==> src/rtl/mdu_sequencer.sv <==
// Sequencer for a multi-cycle mul/div unit sitting in the EXE stage.
// It issues start/step/last to the datapath, and stalls the front end until the result is ready.
//   state  | meaning
//   IDLE   | no op in flight; start on op_valid_exe & ~kill
//   RUN    | datapath iterating, cnt counts down to 0
//   DONE   | result on EXE mux, held while ext_stall
module mdu_sequencer #(
  parameter int unsigned MUL_LATENCY = 4,
  parameter int unsigned DIV_LATENCY = 32
) (
  input  logic        clk,
  input  logic        rst_n,
  input  logic        op_valid_exe,
  input  logic        op_is_div_exe,
  input  logic        kill,
  input  logic        ext_stall,
  output logic        mdu_start,
  output logic        mdu_step,
  output logic        mdu_last,
  output logic        result_sel_exe,
  output logic        stall_mdu,
  output logic        bubble_mem,
  output logic [31:0] stall_cycles
);

  localparam int unsigned MAX_LAT = (MUL_LATENCY > DIV_LATENCY) ? MUL_LATENCY : DIV_LATENCY;
  localparam int unsigned CNT_W   = $clog2(MAX_LAT) + 1;
  localparam logic [CNT_W-1:0] MUL_LOAD = CNT_W'(MUL_LATENCY - 1);
  localparam logic [CNT_W-1:0] DIV_LOAD = CNT_W'(DIV_LATENCY - 1);

  typedef enum logic [1:0] {
    S_IDLE = 2'd0,
    S_RUN  = 2'd1,
    S_DONE = 2'd2
  } state_t;

  state_t            state_q, state_d;
  logic [CNT_W-1:0]  cnt_q, cnt_d;
  logic [31:0]       stall_cycles_q, stall_cycles_d;
  logic              start_req;

  assign start_req = op_valid_exe & ~kill;

  always_ff @(posedge clk or negedge rst_n) begin
    if (!rst_n) begin
      state_q        <= S_IDLE;
      cnt_q          <= '0;
      stall_cycles_q <= '0;
    end else begin
      state_q        <= state_d;
      cnt_q          <= cnt_d;
      stall_cycles_q <= stall_cycles_d;
    end
  end

  // kill outranks both the terminal count and a downstream stall
  always_comb begin
    state_d = state_q;
    cnt_d   = cnt_q;
    case (state_q)
      S_IDLE: begin
        if (start_req) begin
          state_d = S_RUN;
          cnt_d   = op_is_div_exe ? DIV_LOAD : MUL_LOAD;
        end
      end
      S_RUN: begin
        if (kill) begin
          state_d = S_IDLE;
          cnt_d   = '0;
        end else if (cnt_q == '0) begin
          state_d = S_DONE;
        end else begin
          cnt_d = cnt_q - 1'b1;
        end
      end
      S_DONE: begin
        if (kill) begin
          state_d = S_IDLE;
          cnt_d   = '0;
        end else if (!ext_stall) begin
          state_d = S_IDLE;
        end
      end
      default: begin
        state_d = S_IDLE;
        cnt_d   = '0;
      end
    endcase
    stall_cycles_d = stall_cycles_q + {31'd0, stall_mdu};
  end

  always_comb begin
    mdu_start      = 1'b0;
    mdu_step       = 1'b0;
    mdu_last       = 1'b0;
    result_sel_exe = 1'b0;
    stall_mdu      = 1'b0;
    case (state_q)
      S_IDLE: begin
        mdu_start = start_req;
        stall_mdu = start_req;
      end
      S_RUN: begin
        mdu_step  = ~kill;
        mdu_last  = ~kill & (cnt_q == '0);
        stall_mdu = 1'b1;
      end
      S_DONE: begin
        result_sel_exe = ~kill;
      end
      default: ;
    endcase
  end

  assign bubble_mem   = stall_mdu;
  assign stall_cycles = stall_cycles_q;

endmodule
==> config.mk <==
export PLATFORM = sky130hd
export DESIGN_NAME = mdu_sequencer
export DESIGN_NICKNAME = d
export VERILOG_FILES = /design/src/rtl/mdu_sequencer.sv
export SDC_FILE = /design/constraint.sdc
export NUM_CORES = 1
export LEC_CHECK = 0
export ABC_AREA = 1
export ABC_CLOCK_PERIOD_IN_PS = 3300
export CORE_MARGIN = 4
export CORE_UTILIZATION = 35
export CTS_CLUSTER_SIZE = 25
export DETAILED_ROUTE_END_ITERATION = 6
export PLACE_DENSITY_LB_ADDON = 0.25
export SLEW_MARGIN = 10
export SYNTH_ARGS = -nofsm -noshare
export SYNTH_HDL_FRONTEND = slang
export SYNTH_SLANG_ARGS = --single-unit
==> constraint.sdc <==
create_clock -name clk -period 3.3 [get_ports clk]
set_input_delay 0.33 -clock clk [delete_from_list [all_inputs] [get_ports clk]]
set_output_delay 0.33 -clock clk [all_outputs]
set_load 0.01 [all_outputs]
* Word-level counts from Yosys, hierarchy flattened *
Index checks and enable logic that the tools add are counted.
W data, S select, Z words.

word-level totals
  register bits = 40
  input bits = 6
  output and inout bits = 38
  logic and storage cells = 36

cells by class
  $add $sub $neg = 2
  equal/unequal tests = 7
  mux-type cells = 17
  bitwise operators = 3
  reductions and logical operators = 4

operators with widths
  cell                   number
  $add A32 B1 Y32        1
  $mux W6                4
  $pmux W6 S3            1
  $mux W2                5
  $ne A3 B3 Y1 const B   3
  $logic_not A6 Y1       1
  $pmux W2 S3            1
  $reduce_and A3 Y1      2
  $sub A6 B1 Y6 const B  1
  $mux W5                1
  $mux W1                4
  $ne A2 B2 Y1 const B   2
  $and A1 B1 Y1          2
  $eq A2 B1 Y1 const B   1
  $eq A2 B2 Y1 const B   1
  $logic_not A2 Y1       1
  $pmux W1 S2            1
  $not A1 Y1             1

* Depth between registers and ports, before layout *
  depth after elaboration = 4
  depth in mapped cells = 13
  mapped depth without buffers = 13

* Worst setup path after synthesis *
Ideal clock, no wire load.

  path kind = input to register
  start = input port kill
  end = register stall_cycles_q[18] (netlist: stall_cycles[18])
  library setup time = 0.120 ns
  data arrival time = 1.921 ns
  data required time = 3.180 ns
  slack = 1.258 ns
  stages on the path = 12
  path buffers = 0
  cells stage by stage = inv_1 -> nand2_1 -> a21oi_1 -> ha_1 -> ha_1 -> nand3_2 -> inv_2 -> nand2_4 -> clkinv_2 -> nand2_2 -> o21ai_1 -> nand2_1

between the ends
  cells in the longest elaborated chain, start to end = 4

ends and longest elaborated chain
  item                    line  text
  start: declaration      15    input logic kill,
  $not A1 Y1              42    assign start_req = op_valid_exe & ~kill;
  $and A1 B1 Y1           42
  $pmux W1 S2             99    case (state_q)
  net bubble_mem          22    output logic bubble_mem,
  $add A32 B1 Y32         90    stall_cycles_d = stall_cycles_q + {31'd0, stall_mdu};
  net stall_cycles_d[18]  39    logic [31:0] stall_cycles_q, stall_cycles_d;
  end signal: assignment  52    stall_cycles_q <= stall_cycles_d;
  end: declaration        39

The timed path passes the listed nets, and every way through them passes these cells.
A chain may end at the register's enable or synchronous reset.

* Final worst setup path *
  start = register cnt_q[0]
  end = output port mdu_last

between the ends
  cells in the longest elaborated chain, start to end = 3

ends and longest elaborated chain
  item                      line  text
  start: declaration        38    logic [CNT_W-1:0] cnt_q, cnt_d;
  start signal: assignment  51    cnt_q <= cnt_d;
  $logic_not A6 Y1          106   mdu_last = ~kill & (cnt_q == '0);
  $and A1 B1 Y1             106
  $mux W1                   99
  end: declaration          19    output logic mdu_last,

Every way passes these cells.

==> impl_metrics.json <==
{
  "worst_pin_slew_ns": 0.894,
  "h-tree-depth": 2,
  "num_rows": 29,
  "drt-vias-per-instance": 4.75,
  "cts_hold_buf": 0,
  "syn_to_final_growth_pct": 25.5,
  "initial_core_util_pct": 36.5,
  "ant_nets": 0,
  "layout_common_cells": "nand2_1, clkdlybuf4s50_1, dfrtp_1, nor2_1, inv_1",
  "holdWs_ns": 0.150,
  "p_per_area_nw_per_um2": 471,
  "finalNetCount": 359,
  "clkSinkCount": 40,
  "post-route-worst-setup-slack_ns": 0.832,
  "cts_setup_buffers": 0,
  "timing.setup.tns_ns": 0,
  "grt_max_degree": 41,
  "critPathKind": "reg -> out",
  "drt_wl_total_microns": 5530,
  "post-route-period-util_pct": 74.8,
  "preCtsSetupSlack_ns": 0.702,
  "grt_pass1_wl_microns": 9490,
  "syn_avg_cell_area_sq_um": 7.85,
  "die-area_sq_um": 8110,
  "grt_pass1_vias": 2069,
  "syn-instance-count": 300,
  "vias": 2030,
  "portBuffers": 43,
  "synthesis.area_sq_um": 2360,
  "initialDrtViolationCount": 85,
  "ios": 44,
  "required_ns": 2.97,
  "setup_violations": 0,
  "rsz0062_at_grt": "no",
  "slew_viol_final": 0,
  "layout.cells.non_filler": 427,
  "wl_per_cell_microns": 13.0,
  "critPathCaptureType": "primary output",
  "die-height_microns": 90.0,
  "status": "finished clean",
  "clockBufferDepth": 2,
  "first_pass_iters": 4,
  "die_w_microns": 90.0,
  "ys_ff_latch": 40,
  "gr-total-overflow": 0,
  "yosys_warnings": 0,
  "cp.arrival_ns": 2.14,
  "n_antenna_cell": 0,
  "clk_pin_slew_ns": 0.08,
  "clockRootBuffer": "clkbuf_8",
  "ctsResizeCount": 0,
  "slew_headroom_pct": 40.4,
  "rrSetupSlack_ns": 1.25,
  "cts_buffers": 5,
  "hold_viol": 0,
  "hp-class": "in -> async",
  "p_leak_nw": 1.37,
  "period_needed_ns": 2.47,
  "grt_use_total_pct": 14.2,
  "yosysSeqAreaShare_pct": 42.5,
  "core_sq_um": 6460,
  "p_total_mw": 1.39,
  "maxCapViolations": 0,
  "place_inst": 419,
  "antenna_found_initial": 0,
  "fmax_mhz": 405,
  "hpwl_microns": 4340,
  "critPathMaxFanout": 6,
  "yosys.cell_types.count": 26,
  "drt_drc_violations_left": 0,
  "layout_commonest_cell": "nand2_1",
  "clk_latency_ns": 0.30,
  "gp_congestion": 0.816,
  "start_kind": "register",
  "drive_above_1_share_pct": 13.1,
  "cts_tree": "built",
  "finClkSkew_ns": 0.00875,
  "ir_drop_mv": 0.351,
  "syn_nets": 310
}
## through the flow
step / instance area [sq um] / utilization (%)
after detailed placement: 2870 / 44.4
final: 2960 / 45.8
after global routing: 2960 / 45.8
after CTS: 2960 / 45.8
after floorplan: 2360 / -
after global placement: 2870 / 44.4
## where the power goes
group	leakage (nW)	total, mW	internal [mW]	switching (mW)
sequential	0.532	0.644	0.564	0.0794
clock	0.0479	0.332	0.147	0.184
combinational	0.790	0.416	0.185	0.231
## state kept, by name, summed over array words and instances, names as in the netlist
signal,count
stall_cycles,32
cnt_q,6
state_q,2
## final cells by class
type,count,area (sq um)
fill,678,3500
multi-input combinational,227,1220
sequential,40,1000
timing repair buffer,43,425
inverter,32,124
tap,77,96.3
clock buffer,5,68.8
clock inverter,3,18.8
## final timing paths
path	cells after the start	endpoint	start
setup / recovery	7	mdu_last	cnt_q[0]
hold / removal	1	stall_cycles[18]	rst_n
setup reg to reg	11	stall_cycles[18]	state_q[0]
hold reg to reg	2	stall_cycles[31]	stall_cycles[31]
max in group asynchronous	1	cnt_q[2]	rst_n
min in group clk	2	stall_cycles[31]	stall_cycles[31]
## synthesized netlist by cell type
| library cell | n | area share (%) |
|---|---|---|
| inv_4 | 1 | 0.27 |
| dfrtp_1 | 40 | 42 |
| nand2_1 | 100 | 16 |
| nor2_4 | 7 | 3.3 |
| clkinv_2 | 1 | 0.21 |
| o21ai_1 | 5 | 1.1 |
| xor2_1 | 12 | 4.5 |
| nand2_2 | 7 | 1.9 |
| xnor2_1 | 5 | 1.9 |
| nand4_1 | 2 | 0.53 |
| nor2_8 | 2 | 1.7 |
| nor3_1 | 6 | 1.3 |
| o21ai_0 | 7 | 1.5 |
| inv_1 | 25 | 4.0 |
| nor3_4 | 2 | 1.4 |
| inv_2 | 5 | 0.80 |
| nand2_4 | 2 | 0.96 |
| nand3_1 | 15 | 3.2 |
| a21oi_1 | 3 | 0.64 |
| nand3b_1 | 5 | 1.6 |
| nor2_1 | 33 | 5.3 |
| nand3_2 | 2 | 0.85 |
| buf_4 | 1 | 0.32 |
| nor2_2 | 6 | 1.6 |
| ha_1 | 4 | 2.1 |
| nor3_2 | 2 | 0.85 |
## worst max-delay path, cell delays in order, from the launching register on
cell and delay [ns]:
dfrtp_1 0.38, inv_1 0.15, ha_1 0.21, inv_1 0.06
nor2_2 0.14, nand3_1 0.18, nor2_4 0.16, clkdlybuf4s50_1 0.56
## routing by layer
layer | vias to the layer above | global-route usage, % | wire length [microns]
li1 | 1037 | - | -
met1 | 936 | 17.9 | 2590
met2 | 50 | 23.0 | 2540
met3 | 7 | 4.42 | 333
met4 | 0 | 4.85 | 68
met5 | - | 0 | 0
## cell families after synthesis
logic type | Yosys count | share of synthesized area, %
DFF | 40 | 42.5
adders and majority gates | 4 | 2.12
AOI/OAI and AO/OA | 15 | 3.19
xor gates and xnor gates | 17 | 6.32
and+or+nand+nor | 191 | 40.3
buffers and inverters | 33 | 5.58
Note: power is estimated with default switching activity, not from simulation.
